## config.mk

```make
export PLATFORM = sky130hd
export DESIGN_NAME = jt900h_intc
export DESIGN_NICKNAME = d
export VERILOG_FILES = /design/src/rtl/jt900h_intc_pkg.sv /design/src/rtl/jt900h_intc_ch.sv /design/src/rtl/jt900h_intc.sv
export SDC_FILE = /design/constraint.sdc
export NUM_CORES = 1
export LEC_CHECK = 0
export ABC_CLOCK_PERIOD_IN_PS = 30200
export BUFFER_PORTS_ARGS = -buffer_cell sky130_fd_sc_hd__buf_2
export CELL_PAD_IN_SITES_DETAIL_PLACEMENT = 1
export CELL_PAD_IN_SITES_GLOBAL_PLACEMENT = 2
export CORE_UTILIZATION = 30
export CTS_CLUSTER_SIZE = 20
export DETAILED_ROUTE_END_ITERATION = 7
export MAX_ROUTING_LAYER = met4
export PLACE_DENSITY_LB_ADDON = 0.1
export SLEW_MARGIN = 20
export SYNTH_ARGS = -nofsm -noshare
export SYNTH_HDL_FRONTEND = slang
export SYNTH_SLANG_ARGS = --single-unit
```

## constraint.sdc

```tcl
create_clock -name clk -period 30.2 [get_ports clk]
set_input_delay 3.02 -clock clk [delete_from_list [all_inputs] [get_ports clk]]
set_output_delay 3.02 -clock clk [all_outputs]
set_load 0.05 [all_outputs]
```

## src/rtl/jt900h_intc_pkg.sv

```systemverilog
// Shared field layout, trigger-mode type and read-data formatting for the
// jt900h interrupt controller and its per-channel slices.
package jt900h_intc_pkg;

    localparam int INTRQ_W  = 3;
    localparam int PRIO_W   = INTRQ_W;
    localparam int PRIO_LSB = 0;
    localparam int MODE_BIT = 3;
    localparam int PEND_BIT = 7;
    localparam int REG_W    = 8;

    typedef enum logic {
        MODE_LEVEL = 1'b0,
        MODE_EDGE  = 1'b1
    } mode_e;

    // Channel register image as seen on cfg_dout; unused bits read as zero.
    function automatic logic [REG_W-1:0] fmt_rd(
        input logic [PRIO_W-1:0] prio,
        input mode_e             mode,
        input logic              pend
    );
        logic [REG_W-1:0] r;
        r                      = '0;
        r[PRIO_LSB +: PRIO_W]  = prio;
        r[MODE_BIT]            = logic'(mode);
        r[PEND_BIT]            = pend;
        return r;
    endfunction

endpackage

```

## src/rtl/jt900h_intc_ch.sv

```systemverilog
// One interrupt source: priority/mode registers, request history, edge
// detection and the pending flag, plus its register read image.
module jt900h_intc_ch
    import jt900h_intc_pkg::*;
#(
    parameter int RSTMODE = 0
) (
    input  logic              clk,
    input  logic              rst,
    input  logic              cen,
    input  logic              src,
    input  logic              wr_en,
    input  logic [PRIO_W-1:0] wr_prio,
    input  logic              wr_mode,
    input  logic              wr_pend,
    input  logic              ack_clr,
    output logic [PRIO_W-1:0] prio,
    output logic              pend,
    output logic [REG_W-1:0]  rd_data
);

    localparam mode_e RST_MODE = (RSTMODE != 0) ? MODE_EDGE : MODE_LEVEL;

    logic [PRIO_W-1:0] prio_q, prio_d;
    mode_e             mode_q, mode_d;
    logic              src_q, src_d;
    logic              pend_q, pend_d;
    logic              rise;
    logic              clr;

    always_comb begin
        // NOTE: every combinational output gets a default first, so no path
        // leaves a value unassigned and no latch is inferred.
        prio_d = prio_q;
        mode_d = mode_q;
        src_d  = src_q;
        pend_d = pend_q;
        rise   = src & ~src_q;
        clr    = (ack_clr | (wr_en & ~wr_pend)) & (mode_q == MODE_EDGE);

        if (cen) begin
            src_d = src;
            if (wr_en) begin
                prio_d = wr_prio;
                mode_d = mode_e'(wr_mode);
            end
            // A fresh edge beats a clear landing on the same cycle.
            if (mode_q == MODE_EDGE) begin
                pend_d = rise | (pend_q & ~clr);
            end else begin
                pend_d = src;
            end
        end
    end

    // NOTE: state flops use non-blocking assignments only; the blocking '='
    // above is confined to combinational next-state logic.
    always_ff @(posedge clk) begin
        if (rst) begin
            prio_q <= '0;
            mode_q <= RST_MODE;
            src_q  <= 1'b0;
            pend_q <= 1'b0;
        end else begin
            prio_q <= prio_d;
            mode_q <= mode_d;
            src_q  <= src_d;
            pend_q <= pend_d;
        end
    end

    assign prio    = prio_q;
    assign pend    = pend_q;
    assign rd_data = fmt_rd(prio_q, mode_q, pend_q);

endmodule

```

## src/rtl/jt900h_intc.sv

```systemverilog
// Interrupt controller in front of the jt900h core: CH prioritised sources
// resolved to a registered 3-bit intrq level with an acknowledge handshake.
module jt900h_intc
    import jt900h_intc_pkg::*;
#(
    parameter int CH      = 8,
    parameter int CHW     = 3,
    parameter int RSTMODE = 0
) (
    input  logic               clk,
    input  logic               rst,
    input  logic               cen,
    input  logic [CH-1:0]      src,
    input  logic               cfg_we,
    input  logic [CHW-1:0]     cfg_addr,
    input  logic [REG_W-1:0]   cfg_din,
    output logic [REG_W-1:0]   cfg_dout,
    output logic [INTRQ_W-1:0] intrq,
    output logic [CHW-1:0]     int_ch,
    input  logic               irq_ack,
    output logic [CHW-1:0]     ack_ch,
    output logic               ack_vld
);

    logic [PRIO_W-1:0]  ch_prio [CH];
    logic [REG_W-1:0]   ch_rd   [CH];
    logic [CH-1:0]      ch_pend;
    logic [CH-1:0]      ch_we;
    logic [CH-1:0]      ch_ack_clr;

    logic               ack_fire;
    logic [INTRQ_W-1:0] best_prio;
    logic [CHW-1:0]     best_ch;

    logic [INTRQ_W-1:0] intrq_q, intrq_d;
    logic [CHW-1:0]     int_ch_q, int_ch_d;
    logic [CHW-1:0]     ack_ch_q, ack_ch_d;
    logic               ack_vld_q, ack_vld_d;
    logic               unused_cfg_bits;

    assign unused_cfg_bits = ^cfg_din[PEND_BIT-1:MODE_BIT+1];

    // An ack right after an accepted one is dropped: intrq is still stale.
    assign ack_fire = cen & irq_ack & ~ack_vld_q;

    for (genvar n = 0; n < CH; n++) begin : g_ch
        assign ch_we[n]      = cen & cfg_we & (cfg_addr == CHW'(n));
        assign ch_ack_clr[n] = ack_fire & (intrq_q != '0) & (int_ch_q == CHW'(n));

        jt900h_intc_ch #(
            .RSTMODE (RSTMODE)
        ) u_ch (
            .clk     (clk),
            .rst     (rst),
            .cen     (cen),
            .src     (src[n]),
            .wr_en   (ch_we[n]),
            .wr_prio (cfg_din[PRIO_LSB +: PRIO_W]),
            .wr_mode (cfg_din[MODE_BIT]),
            .wr_pend (cfg_din[PEND_BIT]),
            .ack_clr (ch_ack_clr[n]),
            .prio    (ch_prio[n]),
            .pend    (ch_pend[n]),
            .rd_data (ch_rd[n])
        );
    end

    // Strict '>' while scanning upwards keeps the lowest index on ties;
    // prio 0 can never beat the initial best of 0.
    always_comb begin
        best_prio = '0;
        best_ch   = '0;
        for (int i = 0; i < CH; i++) begin
            if (ch_pend[i] && (ch_prio[i] > best_prio)) begin
                best_prio = ch_prio[i];
                best_ch   = CHW'(i);
            end
        end
    end

    always_comb begin
        cfg_dout = '0;
        for (int i = 0; i < CH; i++) begin
            if (cfg_addr == CHW'(i)) begin
                cfg_dout = ch_rd[i];
            end
        end
    end

    always_comb begin
        intrq_d   = intrq_q;
        int_ch_d  = int_ch_q;
        ack_ch_d  = ack_ch_q;
        ack_vld_d = ack_vld_q;
        if (cen) begin
            intrq_d   = best_prio;
            int_ch_d  = best_ch;
            ack_vld_d = ack_fire;
            if (ack_fire) begin
                ack_ch_d = int_ch_q;
            end
        end
    end

    always_ff @(posedge clk) begin
        if (rst) begin
            intrq_q   <= '0;
            int_ch_q  <= '0;
            ack_ch_q  <= '0;
            ack_vld_q <= 1'b0;
        end else begin
            intrq_q   <= intrq_d;
            int_ch_q  <= int_ch_d;
            ack_ch_q  <= ack_ch_d;
            ack_vld_q <= ack_vld_d;
        end
    end

    assign intrq   = intrq_q;
    assign int_ch  = int_ch_q;
    assign ack_ch  = ack_ch_q;
    assign ack_vld = ack_vld_q;

endmodule

```

==> impl_results.md, run 1 <==
* Outcome: complete, no violations
* TritonCTS sink count at 58
* Number of register bits inferred by synthesis at 58
* Highest achievable clock rate at 0.0856 GHz
* Part of the power in combinational logic at 10.7%
* CTS tree: yes
* Share of final-layout standard cells stronger than drive strength 1 at 15.8%
* Critical Path RT at 30.42 ns
* Critical path peak fanout at 9
* Y dimension of the die at 113 um
* Nature of the critical path endpoint: register
* Total via count in the routed design at 3,307
* Headroom to the max-slew limit at 24.1%
* Total wirelength of the detailed-routed design at 11,600 um
* Most frequent cell on the critical path: sky130_fd_sc_hd__a21oi_1
* Drt first pass iters at 4
* CP Launch Type: register
* Switching share of power at 25.0%
* Number of buffers between clock root and the deepest sink at 2
* Number of antenna violations at the first check in global routing at 0
* Category of the critical setup timing path: reg -> reg
* Number of port buffers at 35
* Wire length of the first global-routing pass at 18,800 um
* Slowest Stage Delay on Critical Path at 0.49 ns
* I/O pins at 42
* LEAKAGE at 0.00167 uW
* Gr ovfl total at 0
* Fin Setup TNS at 0 ns
* Internal cell power at 151 uW
* Clock Root Buffer: sky130_fd_sc_hd__clkbuf_16
* Die X at 113 um
* Number of resized instances in the post-cts repair step at 0
* Area of the mapped netlist at 3670 um2
* R2R Path End: intrq[1]
* Core region area at 12,000 um2
* Hold Crit Depth at 2
* # fillers at 1,433
* Number of synthesized flops with an enable pin at 0
* Worst hold slack after final layout at 0.482 ns
* Total global routing track utilization at 20.0%
* Starting utilization of the core area at 30.7%
* Period utilisation layout at 38.7%
* TritonCTS buffer count at 9
* Final ANT Viol Nets at 0
* Largest net degree at the start of global routing at 59
* Worst-case setup slack after placement at 18.52 ns
* Number of H-tree levels at 3
* Most common cell after layout, fill and taps aside: sky130_fd_sc_hd__nor2_1
* Net switching component of the power at 50.4 uW
* Count of nets after finishing at 500
* Number of max-cap violations at 0
* Arr. time, crit path at 11.91 ns
* Relative contribution of sequential cells to total power at 40.5%
* DRC violation count after routing at 0
* Worst setup slack for register-to-register paths at 18.51 ns
* Iteration-0 DRC count of the detailed router at 142
* YS warnings at 0
* Average wire per standard cell at 18.8 um
* Area added between synthesis and finish at 14.7%
* Synthesized instance count at 442
* Hold violation total from the final report at 0
* Startpoint of the worst register-to-register path: g_ch[0].u_ch.pend
* Minimum period implied by the final worst setup slack at 11.69 ns
* Hold path start: ack_vld
* Setup repair after global routing missed its margin: no
* Power after layout at 202 uW
* Dominant register cell in the synthesized netlist: sky130_fd_sc_hd__dfxtp_1
* Floorplan die area at 12,700 um2
* Asr flop ratio synth at 0%
* Diode count at 0
* Clk Latency, worst-skew pair at 0.32 ns
* Clock network fraction of design power at 48.8%
* Detailed-route vias per instance at 5.38
* FP Rows at 40
* Hold Path End: ack_vld
* Number of global-route vias before repair at 3,387
* Highest-count cells in the layout ignoring fill and taps: 77 x sky130_fd_sc_hd__nor2_1, 58 x sky130_fd_sc_hd__dfxtp_1, 51 x sky130_fd_sc_hd__mux2i_1, 42 x sky130_fd_sc_hd__nand2_1, 34 x sky130_fd_sc_hd__buf_2
* Final setup margin at 18.51 ns
* Number of post-CTS setup repair buffers at 0
* Placer Congestion at 0.774
* Clock-pin slew reported for the worst setup and hold paths after clock tree synthesis at 0.05 ns
* Pwr dens at 48.0 nW/um2
* Share of synthesized area occupied by flip-flops and latches at 31.7%
* Worst Reg-to-Reg Cells at 52
* CP max-delay cell: sky130_fd_sc_hd__dfxtp_1
* Final setup violation count at 0
* Mean Syn Cell Area at 8.30 um2
* Detailed-placement wirelength estimate at 8600 um
* Post-synthesis cell type count at 57
* Number of slew-limit violations in the final report at 0
* Hold/Removal Path Class: reg -> reg
* Cts hold-fix bufs at 0
* Transition at the pin with the smallest max-transition slack at 1.11 ns
* Clock Skew at 0.00426 ns
* Maximum vdd ir drop at 0.0000247 V
## area by class of cell
class | count | area (um2) | share of cell area [%]
Tap cell | 147 | 184 | 4.37
Timing Repair Buffer | 35 | 178 | 4.22
Clock inverter | 3 | 40.0 | 0.952
Clock buffer | 12 | 246 | 5.86
Sequential cell | 58 | 1160 | 27.6
Inverter | 25 | 93.8 | 2.23
Multi-Input combinational cell | 335 | 2300 | 54.8
## critical path: cells and delay by family (launching register included)
| family | cells | cell delay [ns] |
|---|---|---|
| adders and majority gates | 8 | 2.33 |
| and+or+nand+nor | 12 | 2.39 |
| AOI/OAI and AO/OA | 28 | 5.39 |
| muxes | 3 | 0.89 |
| DFF | 1 | 0.49 |
| buffers and inverters | 1 | 0.09 |
## power by group through the flow
stage / combinational [uW] / sequential (uW) / clock [uW]
global placement: 21.4 / 83.4 / 0
global route: 23.8 / 82.1 / 104
detailed placement: 21.7 / 83.4 / 0
finish: 21.6 / 81.8 / 98.5
floorplan: 14.7 / 83.8 / 0
CTS: 21.8 / 81.8 / 102
## layer usage
metal	wire length, um	global-route usage [%]
met5	0	-
met4	148	4.89
met3	341	3.89
met2	5470	32.4
met1	5610	25.4
## Yosys cell counts, drive strengths merged (6+ instances only)
master,instances,share of area [%]
nand2,42,4.3
mux2i,51,14
inv,25,2.6
clkbuf,15,1.5
a32oi,6,1.4
ha,12,4.1
o21ai,16,2.2
nor3,7,0.96
o221ai,7,1.8
mux4,6,3.7
dfxtp,58,32
nor2,77,7.9
a21oi,22,3.1
mux2,7,2.1
nand3,9,1.2
buf,11,1.6
a211oi,6,1.7
## cells by family (layout without fill, tap and decap cells)
| logic type | after synthesis | after routing | share of synthesized area, % |
|---|---|---|---|
| and+or+nand+nor | 158 | 158 | 18.6 |
| AOI/OAI and AO/OA | 95 | 95 | 19.2 |
| muxes | 64 | 64 | 19.8 |
| DFF | 58 | 58 | 31.7 |
| buffers and inverters | 51 | 75 | 5.73 |
| adders and majority gates | 15 | 15 | 4.91 |
| other | 1 | 3 | 0.102 |
## how the worst max path moves through the flow
stage | startpoint | end | slack [ns] | depth (start not counted)
floorplan | g_ch[0].u_ch.pend | intrq[1] | 20.36 | 52
global placement | g_ch[0].u_ch.pend | intrq[1] | 18.67 | 52
detailed placement | g_ch[0].u_ch.pend | intrq[1] | 18.52 | 52
CTS | g_ch[0].u_ch.pend | intrq[1] | 18.45 | 52
global route | g_ch[0].u_ch.pend | int_ch[1] | 17.47 | 53
finish | g_ch[0].u_ch.pend | intrq[1] | 18.51 | 52
## registers in the layout, summed over array words and instances (netlist names)
signal            cells
ack_ch                3
ack_vld               1
g_ch.u_ch.mode_q      8
g_ch.u_ch.pend        8
g_ch.u_ch.prio       24
g_ch.u_ch.src_q       8
int_ch                3
intrq                 3
## through the flow
step / cell area (um2) / cells / util [%]
4_1_cts: 4200 / 615 / 35.1
6_report: 4210 / 615 / 35.2
2_1_floorplan: 3670 / 444 / -
3_5_place_dp: 3920 / 600 / 32.8
3_3_place_gp: 3920 / 600 / 32.8
5_1_grt: 4210 / 615 / 35.2
No activity file was read; power rests on OpenSTA's default activity.
==> run 2: changes to the inputs <==
--- a/config.mk
+++ b/config.mk
@@ -5,7 +5,7 @@
 export SDC_FILE = /design/constraint.sdc
 export NUM_CORES = 1
 export LEC_CHECK = 0
-export ABC_CLOCK_PERIOD_IN_PS = 30200
+export ABC_CLOCK_PERIOD_IN_PS = 11100
 export BUFFER_PORTS_ARGS = -buffer_cell sky130_fd_sc_hd__buf_2
 export CELL_PAD_IN_SITES_DETAIL_PLACEMENT = 1
 export CELL_PAD_IN_SITES_GLOBAL_PLACEMENT = 2
==> constraint.sdc (replaced) <==
create_clock -name clk -period 11.1 [get_ports clk]
set_input_delay 1.11 -clock clk [delete_from_list [all_inputs] [get_ports clk]]
set_output_delay 1.11 -clock clk [all_outputs]
set_load 0.05 [all_outputs]
==> run 2 against run 1 <==
  * Hold slack lost 0.0013 ns
  * Maximum frequency grew 14%
  * Clock skew grew 0.0017 ns
  * Sequential cell count is the same
  * Cell count grew 3.4%
  * Sequential power grew to 2.7 times the previous value
==> impl_results.md, run 2 (synthesized netlist as in run 1, its figures left out) <==
* Minimum period implied by the final worst setup slack at 10.21 ns (was 11.69 ns)
* Footprint of the multi-input gates at 2320 um2 (was 2300 um2)
* Number of antenna violations at the first check in global routing at 0 (unchanged)
* Cts hold-fix bufs at 0 (unchanged)
* Count of nets after finishing at 522 (was 500)
* Fin Setup TNS at 0 ns (unchanged)
* Wire length of the first global-routing pass at 18,700 um (was 18,800 um)
* Number of flip-flops under the largest register name at 24 (unchanged)
* Number of slew-limit violations in the final report at 0 (unchanged)
* Highest-count cells in the layout ignoring fill and taps: 75 x sky130_fd_sc_hd__nor2_1, 55 x sky130_fd_sc_hd__dfxtp_1, 51 x sky130_fd_sc_hd__mux2i_1, 41 x sky130_fd_sc_hd__nand2_1, 34 x sky130_fd_sc_hd__buf_2 (was 77 x sky130_fd_sc_hd__nor2_1, 58 x sky130_fd_sc_hd__dfxtp_1, 51 x sky130_fd_sc_hd__mux2i_1, 42 x sky130_fd_sc_hd__nand2_1, 34 x sky130_fd_sc_hd__buf_2)
* Largest net degree at the start of global routing at 59 (unchanged)
* Cell class contributing the biggest share of worst-path delay: compound AO/OA/AOI/OAI gates (unchanged)
* Starting utilization of the core area at 30.7% (unchanged)
* Headroom to the max-slew limit at 47.3% (was 24.1%)
* Drt first pass iters at 4 (unchanged)
* I/O pins at 42 (unchanged)
* Transition at the pin with the smallest max-transition slack at 0.791 ns (was 1.11 ns)
* Clk Latency, worst-skew pair at 0.33 ns (was 0.32 ns)
* CP max-delay cell: sky130_fd_sc_hd__a2111o_1 (was sky130_fd_sc_hd__dfxtp_1)
* TritonCTS buffer count at 9 (unchanged)
* Number of port buffers at 35 (unchanged)
* Count of placed standard cells in the final layout, fillers left out at 636 (was 615)
* Final setup violation count at 0 (unchanged)
* Average wire per standard cell at 17.9 um (was 18.8 um)
* Placed instance count at 619 (was 600)
* Worst hold slack after final layout at 0.481 ns (was 0.482 ns)
* Hold/Removal Path Class: reg -> reg (unchanged)
* Most frequent cell on the critical path: sky130_fd_sc_hd__a21oi_1 (unchanged)
* Slowest Stage Delay on Critical Path at 0.40 ns (was 0.49 ns)
* CP Buf/Inv Count at 5 (was 1)
* Clock-pin slew reported for the worst setup and hold paths after clock tree synthesis at 0.05 ns (about the same)
* Category of the critical setup timing path: reg -> reg (unchanged)
* Number of buffers between clock root and the deepest sink at 2 (unchanged)
* # fillers at 1,441 (was 1,433)
* Total global routing track utilization at 19.8% (was 20.0%)
* Share of final-layout standard cells stronger than drive strength 1 at 20.4% (was 15.8%)
* Core region area at 12,000 um2 (unchanged)
* Period utilisation layout at 92.0% (was 38.7%)
* Clock Root Buffer: sky130_fd_sc_hd__clkbuf_16 (unchanged)
* CTS tree: yes (unchanged)
* Number of max-cap violations at 0 (unchanged)
* Diode count at 0 (unchanged)
* Placer Congestion at 0.775 (was 0.774)
* Path length in cells of the critical path at 55 (was 52)
* Worst Reg-to-Reg Cells at 55 (was 52)
* Most common cell after layout, fill and taps aside: sky130_fd_sc_hd__nor2_1 (unchanged)
* Y dimension of the die at 113 um (unchanged)
* Storage cell area at 1170 um2 (was 1160 um2)
* Detailed-placement wirelength estimate at 8580 um (was 8600 um)
* Final setup margin at 0.886 ns (was 18.51 ns)
* Setup repair after global routing missed its margin: yes (was no)
* Number of global-route vias before repair at 3,407 (was 3,387)
* CP Launch Type: register (unchanged)
* Detailed-route vias per instance at 5.24 (was 5.38)
* Pwr dens at 121 nW/um2 (was 48.0 nW/um2)
* Maximum vdd ir drop at 0.0000538 V (was 0.0000247 V)
* Gr ovfl total at 0 (unchanged)
* FP Rows at 40 (unchanged)
* Critical Path RT at 11.33 ns (was 30.42 ns)
* Outcome: complete, no violations (unchanged)
* Nature of the critical path endpoint: register (unchanged)
* Hold violation total from the final report at 0 (unchanged)
* Worst-case setup slack after placement at 0.381 ns (was 18.52 ns)
* Iteration-0 DRC count of the detailed router at 151 (was 142)
* Number of H-tree levels at 3 (unchanged)
* Die X at 113 um (unchanged)
* Post-layout util at 36.5% (was 35.2%)
* TritonCTS sink count at 58 (unchanged)
* Total via count in the routed design at 3,334 (was 3,307)
* LEAKAGE at 0.00177 uW (was 0.00167 uW)
* DRC violation count after routing at 0 (unchanged)
* Total wirelength of the detailed-routed design at 11,400 um (was 11,600 um)
* Hold Crit Depth at 2 (unchanged)
* Clock Skew at 0.00600 ns (was 0.00426 ns)
* Final ANT Viol Nets at 0 (unchanged)
* Area added between synthesis and finish at 18.9% (was 14.7%)
* Critical path peak fanout at 7 (was 9)
* Arr. time, crit path at 10.45 ns (was 11.91 ns)
* Floorplan die area at 12,700 um2 (unchanged)
* Highest achievable clock rate at 0.0979 GHz (was 0.0856 GHz)
## run 2: worst paths after layout
check                           endpoint  slack, ns               from
worst max-delay path            intrq[0]       0.89  g_ch[0].u_ch.pend
worst min-delay path             ack_vld       0.48            ack_vld
worst max register to register  intrq[0]       0.89  g_ch[0].u_ch.pend
worst min register to register   ack_vld       0.48            ack_vld
## run 2: area by class of cell
type	instances	share of cell area, %
Timing Repair Buffer	57	7.86
Clock buffer	14	5.82
Sequential cell	58	26.8
Tap cell	147	4.22
Inverter	25	2.15
Multi-Input combinational cell	335	53.2
## run 2: stage by stage
step           total power (uW)  area, um2
6_report                    526       4360
5_1_grt                     549       4360
4_1_cts                     534       4310
3_5_place_dp                287       4060
3_3_place_gp                286       4060
2_1_floorplan               268       3670
## run 2: tightest hold or removal path, delay by kind of cell, from the launching register on
family | cells | cell delay, ns
flip-flops | 1 | 0.31
AND/OR/NAND/NOR | 1 | 0.06
AO/OA/AOI/OAI | 1 | 0.06
## run 2: power breakdown
group | leakage (uW) | internal (uW) | switching (uW) | total (uW)
clock | 0.000123 | 155 | 89.2 | 244
sequential | 0.000474 | 215 | 7.44 | 222
combinational | 0.00117 | 20.8 | 39.0 | 59.9
## run 2: metal layers
layer	part of all wire (%)	routed length (um)	vias to the layer above	global-route usage [%]
met5	0	0	-	-
met4	0.81	92	0	5.07
met1	49	5590	1611	25.5
met2	47	5360	54	32.3
li1	-	-	1660	-
met3	2.8	320	9	3.24
## run 2: repair_timing
action | CTS | global route
endpoints found under the setup margin | 0 | 6
resized for setup | 0 | 10
buffers inserted | 0 | 3
